--- src/rtl/q_add_pipe_if.sv ---
// q_add_pipe_if: sample, control and statistics signals of the q_add_pipe block.
// The master drives samples in; the slave (the pipeline) returns results and statistics.
interface q_add_pipe_if #(
    parameter int DW = 8,
    parameter int GW = 16,
    parameter int QW = 16
);
    logic                 input_en;
    logic                 op_sel;
    logic                 stat_clr;
    logic signed [DW-1:0] a_in;
    logic signed [DW-1:0] b_in;
    logic signed [GW-1:0] gain;
    logic signed [QW-1:0] q_param;

    logic                 output_en;
    logic signed [DW-1:0] c_out;
    logic signed [DW-1:0] min_out;
    logic signed [DW-1:0] max_out;
    logic                 stat_valid;
    logic [15:0]          sat_cnt;

    modport master (
        output input_en, op_sel, stat_clr, a_in, b_in, gain, q_param,
        input  output_en, c_out, min_out, max_out, stat_valid, sat_cnt
    );

    modport slave (
        input  input_en, op_sel, stat_clr, a_in, b_in, gain, q_param,
        output output_en, c_out, min_out, max_out, stat_valid, sat_cnt
    );
endinterface

--- src/rtl/q_add_pipe.sv ---
// q_add_pipe: five-stage pipeline computing sat(round((B*GAIN +/- A<<GFRAC) * Q >> (GFRAC+QFRAC)))
// with running min/max and saturation statistics over the valid outputs.
module q_add_pipe #(
    parameter int DW    = 8,
    parameter int GW    = 16,
    parameter int QW    = 16,
    parameter int GFRAC = 8,
    parameter int QFRAC = 8
) (
    input  logic        clk,
    input  logic        rst,
    q_add_pipe_if.slave bus
);
    localparam int BW = DW + GW;
    localparam int SW = DW + GW + 1;
    localparam int PW = DW + GW + QW + 1;
    localparam int RW = PW + 1;
    localparam int SH = GFRAC + QFRAC;
    localparam logic signed [DW-1:0] DMAX = DW'((2 ** (DW - 1)) - 1);
    localparam logic signed [DW-1:0] DMIN = DW'(-(2 ** (DW - 1)));
    localparam logic signed [RW-1:0] RMAX = RW'(DMAX);
    localparam logic signed [RW-1:0] RMIN = RW'(DMIN);

    logic                 v1_q, v1_d, op1_q, op1_d;
    logic signed [DW-1:0] a1_q, a1_d, b1_q, b1_d;
    logic signed [GW-1:0] g1_q, g1_d;
    logic signed [QW-1:0] q1_q, q1_d;

    logic                 v2_q, v2_d, op2_q, op2_d;
    logic signed [DW-1:0] a2_q, a2_d;
    logic signed [QW-1:0] q2_q, q2_d;
    logic signed [BW-1:0] bg2_q, bg2_d;

    logic                 v3_q, v3_d;
    logic signed [QW-1:0] q3_q, q3_d;
    logic signed [SW-1:0] sum3_q, sum3_d;

    logic                 v4_q, v4_d;
    logic signed [PW-1:0] prod4_q, prod4_d;

    logic                 out_en_q, out_en_d, sat_q, sat_d;
    logic signed [DW-1:0] c_q, c_d;

    logic signed [DW-1:0] min_q, min_d, max_q, max_d;
    logic                 stat_valid_q, stat_valid_d;
    logic [15:0]          sat_cnt_q, sat_cnt_d;

    logic signed [SW-1:0] a_aligned, bg_ext;
    logic signed [RW-1:0] rounded, shifted;

    always_comb begin
        v1_d  = bus.input_en;
        op1_d = bus.op_sel;
        a1_d  = bus.a_in;
        b1_d  = bus.b_in;
        g1_d  = bus.gain;
        q1_d  = bus.q_param;

        v2_d  = v1_q;
        op2_d = op1_q;
        a2_d  = a1_q;
        q2_d  = q1_q;
        bg2_d = b1_q * g1_q;

        a_aligned = SW'(a2_q) <<< GFRAC;
        bg_ext    = SW'(bg2_q);
        v3_d      = v2_q;
        q3_d      = q2_q;
        sum3_d    = op2_q ? (bg_ext - a_aligned) : (bg_ext + a_aligned);

        v4_d    = v3_q;
        prod4_d = PW'(sum3_q) * PW'(q3_q);

        // Round half-up in one extra bit so the bias can never wrap the product.
        rounded  = RW'(prod4_q) + (RW'(1) <<< (SH - 1));
        shifted  = rounded >>> SH;
        out_en_d = v4_q;
        c_d      = c_q;
        sat_d    = sat_q;
        if (v4_q) begin
            if (shifted > RMAX) begin
                c_d   = DMAX;
                sat_d = 1'b1;
            end else if (shifted < RMIN) begin
                c_d   = DMIN;
                sat_d = 1'b1;
            end else begin
                c_d   = shifted[DW-1:0];
                sat_d = 1'b0;
            end
        end
    end

    // Statistics absorb the registered result during its OUTPUT_EN cycle, so a clear
    // raised in that same cycle restarts the statistics with this output as the first sample.
    always_comb begin
        min_d        = min_q;
        max_d        = max_q;
        stat_valid_d = stat_valid_q;
        sat_cnt_d    = sat_cnt_q;
        if (bus.stat_clr) begin
            min_d        = DMAX;
            max_d        = DMIN;
            stat_valid_d = 1'b0;
            sat_cnt_d    = 16'd0;
            if (out_en_q) begin
                min_d        = c_q;
                max_d        = c_q;
                stat_valid_d = 1'b1;
                sat_cnt_d    = {15'd0, sat_q};
            end
        end else if (out_en_q) begin
            if (c_q < min_q) min_d = c_q;
            if (c_q > max_q) max_d = c_q;
            stat_valid_d = 1'b1;
            if (sat_q && (sat_cnt_q != 16'hFFFF)) sat_cnt_d = sat_cnt_q + 16'd1;
        end
    end

    always_ff @(posedge clk or posedge rst) begin
        if (rst) begin
            v1_q <= 1'b0; op1_q <= 1'b0; a1_q <= '0; b1_q <= '0; g1_q <= '0; q1_q <= '0;
            v2_q <= 1'b0; op2_q <= 1'b0; a2_q <= '0; q2_q <= '0; bg2_q <= '0;
            v3_q <= 1'b0; q3_q <= '0; sum3_q <= '0;
            v4_q <= 1'b0; prod4_q <= '0;
            out_en_q     <= 1'b0;
            sat_q        <= 1'b0;
            c_q          <= '0;
            min_q        <= DMAX;
            max_q        <= DMIN;
            stat_valid_q <= 1'b0;
            sat_cnt_q    <= 16'd0;
        end else begin
            v1_q <= v1_d; op1_q <= op1_d; a1_q <= a1_d; b1_q <= b1_d; g1_q <= g1_d; q1_q <= q1_d;
            v2_q <= v2_d; op2_q <= op2_d; a2_q <= a2_d; q2_q <= q2_d; bg2_q <= bg2_d;
            v3_q <= v3_d; q3_q <= q3_d; sum3_q <= sum3_d;
            v4_q <= v4_d; prod4_q <= prod4_d;
            out_en_q     <= out_en_d;
            sat_q        <= sat_d;
            c_q          <= c_d;
            min_q        <= min_d;
            max_q        <= max_d;
            stat_valid_q <= stat_valid_d;
            sat_cnt_q    <= sat_cnt_d;
        end
    end

    assign bus.output_en  = out_en_q;
    assign bus.c_out      = c_q;
    assign bus.min_out    = min_q;
    assign bus.max_out    = max_q;
    assign bus.stat_valid = stat_valid_q;
    assign bus.sat_cnt    = sat_cnt_q;
endmodule

--- src/flat_wrapper.sv ---
// flat-port wrapper written by rule: the top's interface ports become plain ports
module q_add_pipe_flat 
#(
    parameter int DW    = 8,
    parameter int GW    = 16,
    parameter int QW    = 16,
    parameter int GFRAC = 8,
    parameter int QFRAC = 8
)
  (clk, rst, bus_input_en, bus_op_sel, bus_stat_clr, bus_a_in, bus_b_in, bus_gain, bus_q_param, bus_output_en, bus_c_out, bus_min_out, bus_max_out, bus_stat_valid, bus_sat_cnt);
  q_add_pipe_if #(.DW(DW), .GW(GW), .QW(QW)) bus_i ();
  input  logic clk;
  input  logic rst;
  input wire logic [$bits(bus_i.input_en)-1:0] bus_input_en;
  input wire logic [$bits(bus_i.op_sel)-1:0] bus_op_sel;
  input wire logic [$bits(bus_i.stat_clr)-1:0] bus_stat_clr;
  input wire logic [$bits(bus_i.a_in)-1:0] bus_a_in;
  input wire logic [$bits(bus_i.b_in)-1:0] bus_b_in;
  input wire logic [$bits(bus_i.gain)-1:0] bus_gain;
  input wire logic [$bits(bus_i.q_param)-1:0] bus_q_param;
  output wire logic [$bits(bus_i.output_en)-1:0] bus_output_en;
  output wire logic [$bits(bus_i.c_out)-1:0] bus_c_out;
  output wire logic [$bits(bus_i.min_out)-1:0] bus_min_out;
  output wire logic [$bits(bus_i.max_out)-1:0] bus_max_out;
  output wire logic [$bits(bus_i.stat_valid)-1:0] bus_stat_valid;
  output wire logic [$bits(bus_i.sat_cnt)-1:0] bus_sat_cnt;
  assign bus_i.input_en = bus_input_en;
  assign bus_i.op_sel = bus_op_sel;
  assign bus_i.stat_clr = bus_stat_clr;
  assign bus_i.a_in = bus_a_in;
  assign bus_i.b_in = bus_b_in;
  assign bus_i.gain = bus_gain;
  assign bus_i.q_param = bus_q_param;
  assign bus_output_en = bus_i.output_en;
  assign bus_c_out = bus_i.c_out;
  assign bus_min_out = bus_i.min_out;
  assign bus_max_out = bus_i.max_out;
  assign bus_stat_valid = bus_i.stat_valid;
  assign bus_sat_cnt = bus_i.sat_cnt;
  q_add_pipe #(.DW(DW), .GW(GW), .QW(QW), .GFRAC(GFRAC), .QFRAC(QFRAC)) u_core (.clk(clk), .rst(rst), .bus(bus_i));
endmodule
--- config.mk ---
export PLATFORM = sky130hd
export DESIGN_NAME = q_add_pipe_flat
export DESIGN_NICKNAME = d
export VERILOG_FILES = /design/src/rtl/q_add_pipe_if.sv /design/src/rtl/q_add_pipe.sv /design/src/flat_wrapper.sv
export SDC_FILE = /design/constraint.sdc
export NUM_CORES = 2
export LEC_CHECK = 0
export BUFFER_PORTS_ARGS = -buffer_cell sky130_fd_sc_hd__buf_4
export CAP_MARGIN = 15
export CORE_UTILIZATION = 55
export CTS_CLUSTER_DIAMETER = 50
export DETAILED_ROUTE_END_ITERATION = 10
export GPL_TIMING_DRIVEN = 0
export PLACE_DENSITY = 0.8
export SYNTH_ARGS = -nofsm -noshare
export SYNTH_HDL_FRONTEND = slang
export SYNTH_SLANG_ARGS = --single-unit
--- constraint.sdc ---
create_clock -name clk -period 21 [get_ports clk]
set_clock_uncertainty 0.1 [all_clocks]
set_input_delay 4.2 -clock clk [delete_from_list [all_inputs] [get_ports clk]]
set_output_delay 4.2 -clock clk [all_outputs]
set_load 0.005 [all_outputs]
# Yosys cells after proc, flatten, opt, wreduce, memory -nomap -nowiden
# Cells that the tools add are included.
# totals
regBits,227
in_bits,53
out_inout_bits,42
word_cells,62
# op_classes
addsub,4
multipliers,2
magnitude_cmp,4
eq_ne,1
n_mux,20
reduce_logical,8
# op_table
operator,count
2-to-1 mux 8 bit,10
2-to-1 mux 16 bit,3
adder 41 x 17 -> 42 bit (second input constant),1
multiplier 25 x 16 -> 41 bit,1
greater-than comparator 26 x 8 -> 1 bit (second input constant),1
< comparator 26 x 8 -> 1 bit (second input constant),1
adder 24 x 16 -> 25 bit,1
2-to-1 mux 25 bit,1
subtractor 24 x 16 -> 25 bit,1
multiplier 8 x 16 -> 24 bit,1
adder 16 x 1 -> 16 bit (second input constant),1
inequality test 16 bit (second input constant),1
greater-than comparator 8 bit,1
< comparator 8 bit,1
nonzero test 2 bit,4
2-to-1 mux 1 bit,6
AND reduction 2 bit,3
logical AND 1 bit,1

# Longest topological paths before layout
# logic_depth
word_depth,5
mapped_depth,24
mapped_depth_nobuf,23

# Worst setup path after synthesis
# OpenSTA, ideal clock, no wires.
# synth_timing
kind,register to register
start,register u_core.q3_q[9]
end,register u_core.prod4_q[34]
setup_ps,130
t_arrival_ps,6406
t_required_ps,20770
path_slack_ps,14364
path_stages_with_launch,22
path_buffers,2
synth_period_minus_slack_ps,6636
path_cell_list,dfrtp_1 clkbuf_1 clkbuf_1 nand2_1 fa_1 inv_1 fa_1 fa_1 fa_1 fa_1 inv_1 fa_1 inv_1 ha_1 a21o_1 a21o_1 or4_1 o22ai_1 a21oi_1 a2111oi_0 o211ai_1 xor2_1
# synth_between
elab_chain_len,1
# synth_lines
item,line,rtl
from (decl),q_add_pipe.sv:35,"logic signed [QW-1:0] q3_q, q3_d;"
from (signal assigned),q_add_pipe.sv:136,v3_q <= v3_d; q3_q <= q3_d; sum3_q <= sum3_d;
multiplier 25 x 16 -> 41 bit,q_add_pipe.sv:72,prod4_d = PW'(sum3_q) * PW'(q3_q);
named net u_core.prod4_d[34],q_add_pipe.sv:39,"logic signed [PW-1:0] prod4_q, prod4_d;"
to (signal assigned),q_add_pipe.sv:137,v4_q <= v4_d; prod4_q <= prod4_d;
to (decl),q_add_pipe.sv:39,
# The timed path passes the listed nets, and every way through them passes these cells.
# A chain may end at the register's enable or synchronous reset.

# Worst setup path in the final report
# Ends and elaborated chain as after synthesis.

==> run_results.csv <==
group,metric,value,unit
outcome,status,"completed",
finish,fin_area,29000,um2
finish,layout-drive-gt1-share,6.20,%
worst_hold_path,hp-start,"u_core.q1_q[9]$_DFF_PP0_",
timing,setup_tns,0,ns
route,drtAntennaViolNets,0,
route,first_pass_iters,6,
finish,instances_no_fill,3487,
critical_path,end_kind,"flip-flop",
clocking,cts_buffer_depth,3,
finish,final_util,60.9,%
route,drt_wl_total,61400,um
clocking,cts_tree,"yes",
synth,ys_warn_count,0,
placement,place.gp.congestion,0.963,
die,core-area,47600,um2
critical_path,reg2reg_slack,12.78,ns
clocking,cts_resized,0,
die,num_rows,80,
clocking,clk_latency,0.58,ns
grt,antenna_found_initial,2,
grt,grt_pass1_vias,20800,
route,wl_per_cell,17.6,um
die,start_util,55.6,%
die,die_area,49100,um2
grt,grt_overflow_total,0,
synth,synth_seq_cells,212,
timing,rsz0062_at_grt,"false",
clocking,cts_inserted_buffers,28,
timing,hold_viol,0,
critical_path,cp.arrival,8.56,ns
grt,grt_max_degree,140,
worst_hold_path,hp-class,"reg -> reg",
clocking,cts_sinks,212,
critical_path,worstSetupPathType,"reg -> reg",
die,die_h,221,um
route,vias,18800,
die,fp.dieW,221,um
flow_run,cap_violations,0,
synth,synth_cells,2725,
finish,multi_input_area,18500,um2
timing,relSlewSlack,39.0,%
route,drc_errors,0,
grt,grt_pass1_wl,104000,um
critical_path,startpoint,"u_core.q3_q[9]$_DFF_PP0_",
critical_path,path_max_fanout,10,
synth,synth-edff-count,0,
timing,max_freq,122,MHz
placement,hpwl,50400,um
synth,seq_area_frac_synth,20.1,%
grt,grt_use_total,26.8,%
timing,setup_violations,0,
clocking,cts-root-buf,"clkbuf_16",
timing,tightest_slew,0.903,ns
placement,port-buffer-count,93,
timing,drv_slew,0,
synth,netlist_area,26500,um2
finish,fillerInstances,3925,
clocking,path_clk_slew,0.07,ns
finish,num-nets-final,3571,
synth,synth_area_per_cell,9.72,um2
placement,placed_area,28000,um2
finish,syn_to_final_growth,9.55,%
synth,synthDistinctLibCells,70,
critical_path,cp-start-kind,"flip-flop",
clocking,htreeDepth,1,
route,drtIter0Drc,1008,
finish,final-seq-area,5320,um2
die,io_pins,95,
route,via_per_inst,5.40,
timing,period_share,39.1,%
critical_path,r2r_start,"u_core.q3_q[9]$_DFF_PP0_",
critical_path,required,21.34,ns
placement,dp.cells,3434,
timing,fin_crit,8.22,ns
synth,synthArstFlopShare,100,%
synth,syn_nets,3447,
clocking,post_cts_buffers,0,
synth,synth_ff_type,"dfrtp_1",
clocking,holdBufCountCts,0,
## worst paths after layout
check	cells past startpoint	to
setup reg to reg	21	u_core.prod4_q[34]$_DFF_PP0_
min in group asynchronous	2	u_core.prod4_q[36]$_DFF_PP0_
setup / recovery	21	u_core.prod4_q[34]$_DFF_PP0_
hold reg to reg	0	u_core.q2_q[9]$_DFF_PP0_
max in group asynchronous	3	u_core.b1_q[5]$_DFF_PP0_
hold / removal	0	u_core.q2_q[9]$_DFF_PP0_
## logic make-up (layout without fill, tap and decap cells)
kind of cell             count (synthesis)  after routing  synth area share [%]
AO/OA/AOI/OAI                          243            243                  6.20
XOR/XNOR                                89             89                  2.94
adder cells (fa/ha/maj)                669            669                  45.5
buffers and inverters                  712            858                  10.1
flip-flops                             212            212                  20.1
multiplexers                             4              4                 0.156
other                                    0              1                     0
AND/OR/NAND/NOR                        796            796                  15.0
## layout make-up
class / count / share of cell area, %
repair buffers: 94 / 2.50
well taps: 615 / 2.65
diodes: 1 / 0.00862
plain buffers: 80 / 1.07
clock buffers: 28 / 2.41
multi-input cells: 1801 / 63.7
inverters: 632 / 8.20
flip-flops and latches: 212 / 18.3
clock inverters: 24 / 1.12
## layout by cell type, fill, tap and decap left out, drive strengths merged, types with 11 or more instances in the layout
cell,Yosys,final
nor3,22,22
ha,178,178
clkinv,0,11
nand2b,29,29
clkbuf,77,105
xor2,29,29
nand4,17,17
fa,491,491
buf,3,97
nand3,35,35
o21ai,46,46
o21a,19,19
a21o,20,20
and3,13,13
and2,243,243
nand2,296,296
xnor2,60,60
a21oi,64,64
dfrtp,204,204
a31oi,11,11
inv,632,639
nor2,100,100
## cells in the mapped netlist, drive strengths merged, types with 3 or more instances
master	number	area [um2]
a2111oi	5	62.6
a211o	3	26.3
a211oi	6	45.0
a21boi	4	30.0
a21o	20	150
a21oi	64	320
a221oi	3	26.3
a22o	7	61.3
a31o	5	43.8
a31oi	11	68.8
and2	243	1520
and3	13	81.3
and4	5	43.8
buf	3	20.0
clkbuf	77	290
dfrtp	204	5100
dfstp	8	210
fa	491	9830
ha	178	2230
inv	632	2370
mux2i	3	30.0
nand2	296	1110
nand2b	29	181
nand3	35	180
nand4	17	113
nor2	100	388
nor2b	9	56.3
nor3	22	110
nor3b	4	30.0
nor4	6	37.5
o211ai	10	75.1
o21a	19	143
o21ai	46	230
o21bai	7	52.6
o22ai	3	18.8
o311ai	3	26.3
o31ai	5	51.3
o32a	8	80.1
or3	7	43.8
or4	6	52.6
xnor2	60	526
xor2	29	254
## per-layer routing
metal	routed length (um)	vias up	global-route usage [%]
met1	25200	9656	34.8
met2	30600	548	46.3
met5	0	-	0
met3	3580	140	3.96
li1	-	8476	-
met4	2050	0	8.98
## stage by stage
step / hold WS (ns) / worst slack [ns]
after floorplan: 0.231 / 10.92
after global placement: 0.232 / 8.92
after detailed placement: 0.235 / 12.87
after CTS: 0.248 / 12.83
after global routing: 0.251 / 12.39
final: 0.246 / 12.78
## critical path, cell delays in order (launching register included)
cell       delay [ns]
dfrtp_1          0.33
clkbuf_1         0.59
clkbuf_1         0.54
nand2_1          0.16
fa_1             0.56
inv_1            0.05
fa_1             0.52
fa_1             0.44
fa_1             0.51
fa_1             0.55
inv_1            0.06
fa_1             0.52
inv_1            0.04
ha_1             0.38
a21o_1           0.21
a21o_1           0.21
or4_1            0.46
o22ai_1          0.54
a21oi_1          0.30
a2111oi_0        0.63
o211ai_1         0.20
xor2_1           0.17
## registers in the layout (all words and copies together) (netlist names), 16 cells and up
| register | flops |
|---|---|
| u_core.q1_q | 16 |
| u_core.q2_q | 16 |
| u_core.q3_q | 16 |
| u_core.prod4_q | 26 |
| u_core.bus.sat_cnt | 16 |
| u_core.sum3_q | 25 |
| u_core.g1_q | 16 |
| u_core.bg2_q | 24 |
Power is left out: the tool's default activity adds up to more than one toggle a clock period on the data nets, which glitch-free logic cannot reach.
